--- src/rtl/mem_port_arbiter.sv ---
// mem_port_arbiter
//   Shares one synchronous memory port between an instruction-fetch requester
//   and a load/store requester. A grant is decided in IDLE and the granted
//   request is driven onto mem_* in that same cycle. Memory returns read data
//   one cycle later (the RESP state), which is registered, so the requester
//   sees a one-cycle valid pulse two cycles after its grant.
//
//   Data requests win by default. A fetch that has lost STARVE_MAX
//   consecutive decisions while still requesting wins the next one.
//
//   Requesters hold their request until they observe their valid pulse. The
//   valid outputs are registered, so a requester can drop its request, or
//   present its next request, in the same cycle that it sees valid high.
//   That cycle is an IDLE cycle and may already carry the next grant.
//
// Ports
//   clk, rst_n                     clock, synchronous active-low reset
//   if_req, if_addr                fetch request and address
//   if_rdata, if_valid             fetched word and completion pulse
//   d_req, d_we, d_addr,
//   d_wdata, d_funct3              load/store request
//   d_rdata, d_valid               load result and completion pulse
//   mem_addr, mem_we, mem_wdata,
//   mem_funct3                     shared memory port (combinational, grant cycle only)
//   mem_rdata                      memory read data, one cycle after the address
//   busy                           high whenever the arbiter is not in IDLE
module mem_port_arbiter #(
  parameter int ADDR_W     = 32,
  parameter int DATA_W     = 32,
  parameter int STARVE_MAX = 4
) (
  input  logic              clk,
  input  logic              rst_n,
  input  logic              if_req,
  input  logic [ADDR_W-1:0] if_addr,
  output logic [DATA_W-1:0] if_rdata,
  output logic              if_valid,
  input  logic              d_req,
  input  logic              d_we,
  input  logic [ADDR_W-1:0] d_addr,
  input  logic [DATA_W-1:0] d_wdata,
  input  logic [2:0]        d_funct3,
  output logic [DATA_W-1:0] d_rdata,
  output logic              d_valid,
  output logic [ADDR_W-1:0] mem_addr,
  output logic              mem_we,
  output logic [DATA_W-1:0] mem_wdata,
  output logic [2:0]        mem_funct3,
  input  logic [DATA_W-1:0] mem_rdata,
  output logic              busy
);

  localparam int CNT_W = (STARVE_MAX < 1) ? 1 : $clog2(STARVE_MAX + 1);
  localparam logic [CNT_W-1:0] STARVE_LIMIT = CNT_W'(STARVE_MAX);

  typedef enum logic [1:0] {
    S_IDLE    = 2'b00,
    S_IF_RESP = 2'b01,
    S_D_RESP  = 2'b10
  } state_t;

  state_t            r_state;
  state_t            w_state_nxt;
  logic [CNT_W-1:0]  r_starve_cnt;
  logic [CNT_W-1:0]  w_starve_nxt;
  logic              w_starved;
  logic              w_grant_if;
  logic              w_grant_d;
  logic              r_d_we;
  logic              r_if_valid;
  logic              r_d_valid;
  logic [DATA_W-1:0] r_if_rdata;
  logic [DATA_W-1:0] r_d_rdata;

  // State register.
  always_ff @(posedge clk) begin
    if (!rst_n) begin
      r_state <= S_IDLE;
    end else begin
      r_state <= w_state_nxt;
    end
  end

  // Grant decision, next state, starvation counter update and memory port drive.
  always_comb begin
    w_state_nxt  = r_state;
    w_grant_if   = 1'b0;
    w_grant_d    = 1'b0;
    w_starve_nxt = r_starve_cnt;
    w_starved    = (r_starve_cnt == STARVE_LIMIT);
    mem_addr     = {ADDR_W{1'b0}};
    mem_we       = 1'b0;
    mem_wdata    = {DATA_W{1'b0}};
    mem_funct3   = 3'b000;

    case (r_state)
      S_IDLE: begin
        // Grants are suppressed while reset is held, which also keeps mem_we low.
        if (rst_n && if_req && (w_starved || !d_req)) begin
          w_grant_if  = 1'b1;
          w_state_nxt = S_IF_RESP;
        end else if (rst_n && d_req) begin
          w_grant_d   = 1'b1;
          w_state_nxt = S_D_RESP;
        end else begin
          w_state_nxt = S_IDLE;
        end

        if (!if_req || w_grant_if) begin
          w_starve_nxt = {CNT_W{1'b0}};
        end else if (w_grant_d && !w_starved) begin
          w_starve_nxt = r_starve_cnt + {{(CNT_W-1){1'b0}}, 1'b1};
        end else begin
          w_starve_nxt = r_starve_cnt;
        end
      end
      S_IF_RESP: begin
        w_state_nxt = S_IDLE;
      end
      S_D_RESP: begin
        w_state_nxt = S_IDLE;
      end
      default: begin
        w_state_nxt = S_IDLE;
      end
    endcase

    if (w_grant_if) begin
      mem_addr   = if_addr;
      mem_funct3 = 3'b010;
    end else if (w_grant_d) begin
      mem_addr   = d_addr;
      mem_we     = d_we;
      mem_wdata  = d_wdata;
      mem_funct3 = d_funct3;
    end else begin
      mem_addr   = {ADDR_W{1'b0}};
    end
  end

  // Response capture, valid pulses and starvation counter.
  always_ff @(posedge clk) begin
    if (!rst_n) begin
      r_starve_cnt <= {CNT_W{1'b0}};
      r_d_we       <= 1'b0;
      r_if_valid   <= 1'b0;
      r_d_valid    <= 1'b0;
      r_if_rdata   <= {DATA_W{1'b0}};
      r_d_rdata    <= {DATA_W{1'b0}};
    end else begin
      r_starve_cnt <= w_starve_nxt;
      r_if_valid   <= (r_state == S_IF_RESP);
      r_d_valid    <= (r_state == S_D_RESP);
      // Remember the direction of the granted access; d_we need not stay stable.
      if (w_grant_d) begin
        r_d_we <= d_we;
      end
      if (r_state == S_IF_RESP) begin
        r_if_rdata <= mem_rdata;
      end
      // Stores leave the last load result in place.
      if ((r_state == S_D_RESP) && !r_d_we) begin
        r_d_rdata <= mem_rdata;
      end
    end
  end

  assign if_valid = r_if_valid;
  assign d_valid  = r_d_valid;
  assign if_rdata = r_if_rdata;
  assign d_rdata  = r_d_rdata;
  assign busy     = (r_state != S_IDLE);

endmodule

--- config.mk ---
export PLATFORM = sky130hd
export DESIGN_NAME = mem_port_arbiter
export DESIGN_NICKNAME = d
export VERILOG_FILES = /design/src/rtl/mem_port_arbiter.sv
export SDC_FILE = /design/constraint.sdc
export NUM_CORES = 1
export LEC_CHECK = 0
export ABC_AREA = 1
export ABC_CLOCK_PERIOD_IN_PS = 4200
export BUFFER_PORTS_ARGS = -buffer_cell sky130_fd_sc_hd__buf_2
export CAP_MARGIN = 20
export CORE_AREA = 2 2 104 106
export CTS_CLUSTER_SIZE = 16
export DETAILED_ROUTE_END_ITERATION = 8
export DIE_AREA = 0 0 106 108
export PLACE_DENSITY = 0.73
export SLEW_MARGIN = 10
export SYNTH_ARGS = -nofsm -noshare
export SYNTH_HDL_FRONTEND = slang
export SYNTH_SLANG_ARGS = --single-unit
export TNS_END_PERCENT = 100
--- constraint.sdc ---
create_clock -name clk -period 4.2 [get_ports clk]
set_input_delay 0.84 -clock clk [delete_from_list [all_inputs] [get_ports clk]]
set_output_delay 0.84 -clock clk [all_outputs]
set_load 0.01 [all_outputs]
==> metrics.csv <==
stage,metric,value,unit
finish,ff_latch_area,1441,sq um
clocking,clkLatencyLatePin,0.34,ns
die,die_x,106,microns
route,routed_wl,11680,microns
flow_run,cap_violations,0,
critical_path,slowest_delay,0.36,ns
route,route.detailed.drc,0,
min_path,worstHoldPathType,reg2reg,
synth,synth.cell_area,3342,sq um
synth,synth.ff_latch_count,72,
finish,drive_gt1_frac,0.4036,
global_route,grt_max_degree,68,
sta,max_slew_margin,0.5413,
global_route,grt_pass1_vias,3454,
die,die_y,108,microns
route,drtAntennaViolNets,0,
global_route,grt_overflow,0,
synth,ys_seq_area_frac,0.4313,
clocking,post_cts_resized,0,
finish,fillers,1105,
clocking,holdBufCountCts,0,
critical_path,cp_common_cell,nand2_1,
finish,final_cell_mix,"buf_2, nand2_1, nor2_1, inv_1, dfxtp_1",
run_status,status,"complete, no violations",
critical_path,start_kind,register,
synth,syn_inst,506,
synth,yosysTopAreaCell,dfxtp_1,
pwr,p_per_area,329.9,nW/um^2
critical_path,cp.required,3.36,ns
synth,synth_top_area_share,0.4313,
global_route,antenna_found_initial,1,
die,design.portCount,271,
finish,final_cell_area,4954,sq um
place,dp_hpwl,8946,microns
sta,setup_viol,0,
die,dieArea,11450,sq um
die,rows,37,
route,drtIter0Drc,251,
clocking,cts_tree,done,
route,avgViaCountPerCell,4.248,
pwr,finalPower,1634,uW
synth,syn_avg_cell_area,6.605,sq um
critical_path,critPathCaptureType,output port,
die,start_util,0.3266,
sta,hold_slack,0.4425,ns
pwr,leakagePower,0.002883,uW
clocking,cts_sinks,72,
die,core-area,10230,sq um
critical_path,crit_path_top_delay_cell,dfxtp_1,
sta,hold_viol_final,0,
finish,syn2layout_area_growth,48.22,%
place,placed_area,4728,sq um
critical_path,cp_cell_sequence,inv_1 > ha_1 > nand2_1 > nand2_1 > nand2_4 > nand2_4 > inv_6 > nand2_1 > nand2_1 > buf_2,
global_route,grt_pass1_wl,17770,microns
sta,drv_slew,0,
sta,tightest_slew,0.6864,ns
route,vias,3844,
critical_path,crit_arrival,2.10,ns
global_route,groute.usage.overall,0.1963,
clocking,cts_buffer_depth,2,
sta,worst_clock_skew,0.01236,ns
route,firstDrtPassIters,4,
critical_path,crit_type,reg2out,
sta,period_minus_slack,2.936,ns
place,gp_congestion,0.8360,
finish,multi_input_area,1445,sq um
sta,fin_crit_sh,0.6989,
critical_path,crit_family,simple AND/OR/NAND/NOR gates,
sta,max_freq,340.7,MHz
sta,setup-tns-final,0,ns
clocking,clkTransAtPathRegs,0.09,ns
synth,yosysWarningCount,0,
synth,synthTopCellsByArea,"dfxtp_1, nand2_1, nor2_1",
synth,synth_nets,644,
sta,rsz0062_at_grt,no,
finish,nets,901,
place,portBuffers,270,
critical_path,crit_buf_inv,3,
clocking,htree_num_levels,3,
critical_path,path_max_fanout,36,
synth,yosys.cell_types.count,23,
pwr,peakVddDrop,0.0002767,V
finish,mostFrequentLayoutCell,buf_2,
route,drt-wirelength-per-cell,12.90,microns
clocking,cts_buffers,9,
clocking,cts_setup_buffers,0,
clocking,cts-root-buf,clkbuf_8,
path summary, 6_finish.rpt:
| path | startpoint | to | slack (ns) | cells past startpoint |
|---|---|---|---|---|
| max | r_starve_cnt[0] | mem_addr[3] | 1.26 | 10 |
| min | d_rdata[31] | d_rdata[31] | 0.44 | 2 |
| max reg2reg | r_state[1] | if_rdata[21] | 2.59 | 7 |
| min reg2reg | d_rdata[31] | d_rdata[31] | 0.44 | 2 |
Yosys cell counts:
| library cell | number |
|---|---|
| clkbuf_2 | 3 |
| nand2_2 | 10 |
| nor2_4 | 2 |
| dfxtp_1 | 72 |
| inv_2 | 3 |
| ha_1 | 2 |
| nor2_1 | 102 |
| nand2_1 | 104 |
| buf_4 | 3 |
| inv_6 | 1 |
| buf_2 | 9 |
| nand2_4 | 2 |
| a21oi_1 | 34 |
| buf_6 | 2 |
| nor3_1 | 1 |
| or2_2 | 1 |
| o21ai_0 | 65 |
| clkbuf_1 | 10 |
| nand3_1 | 3 |
| buf_8 | 1 |
| nor2_2 | 1 |
| inv_1 | 74 |
| nand3b_2 | 1 |
stage by stage:
step,worst slack [ns],std cells,utilization
finish,1.264,905,0.4842
global route,1.002,905,0.4842
CTS,1.244,903,0.4812
detailed placement,1.315,887,0.4622
global placement,1.303,887,0.4622
floorplan,1.889,506,-
registers in the layout, indices dropped and copies added, names as in the netlist:
register      cells
r_starve_cnt      3
r_state           2
d_valid           1
if_valid          1
d_rdata          32
if_rdata         32
r_d_we            1
logic make-up (layout without fill, tap and decap cells):
| kind of cell | Yosys count | count (layout) | share of synthesized area |
|---|---|---|---|
| simple gates | 227 | 227 | 0.2767 |
| compound gates | 99 | 99 | 0.1483 |
| flops | 72 | 72 | 0.4313 |
| other cells | 0 | 1 | 0 |
| buf+inv | 106 | 368 | 0.1363 |
| fa+ha+maj | 2 | 2 | 0.007487 |
worst reg2reg max path, stage by stage, from the launching register on:
cell and delay, ns:
dfxtp_1 0.39, inv_2 0.06, nand2_1 0.05, buf_4 0.32, inv_1 0.26, buf_16 0.23, nor2_1 0.12, nor2_1 0.05
power breakdown:
part	internal (uW)	switching [uW]
Sequential	725	20.8
Combinational	143	193
Clock	277	275
Total	1150	489
per-layer routing:
layer / track usage / routed length [microns]
met4: 0.05733 / 195
met1: 0.2427 / 4918
met3: 0.05606 / 898
met2: 0.3341 / 5665
met5: 0 / 0
layout make-up:
class / count / share of cell area
Inverter: 78 / 0.06012
Multi-Input combinational cell: 328 / 0.2917
Clock buffer: 10 / 0.02576
Sequential cell: 72 / 0.2910
Antenna cell: 1 / 0.0005052
Clock inverter: 6 / 0.01364
Timing Repair Buffer: 274 / 0.2829
Tap cell: 136 / 0.03435
Power figures use the tool's default switching activity.
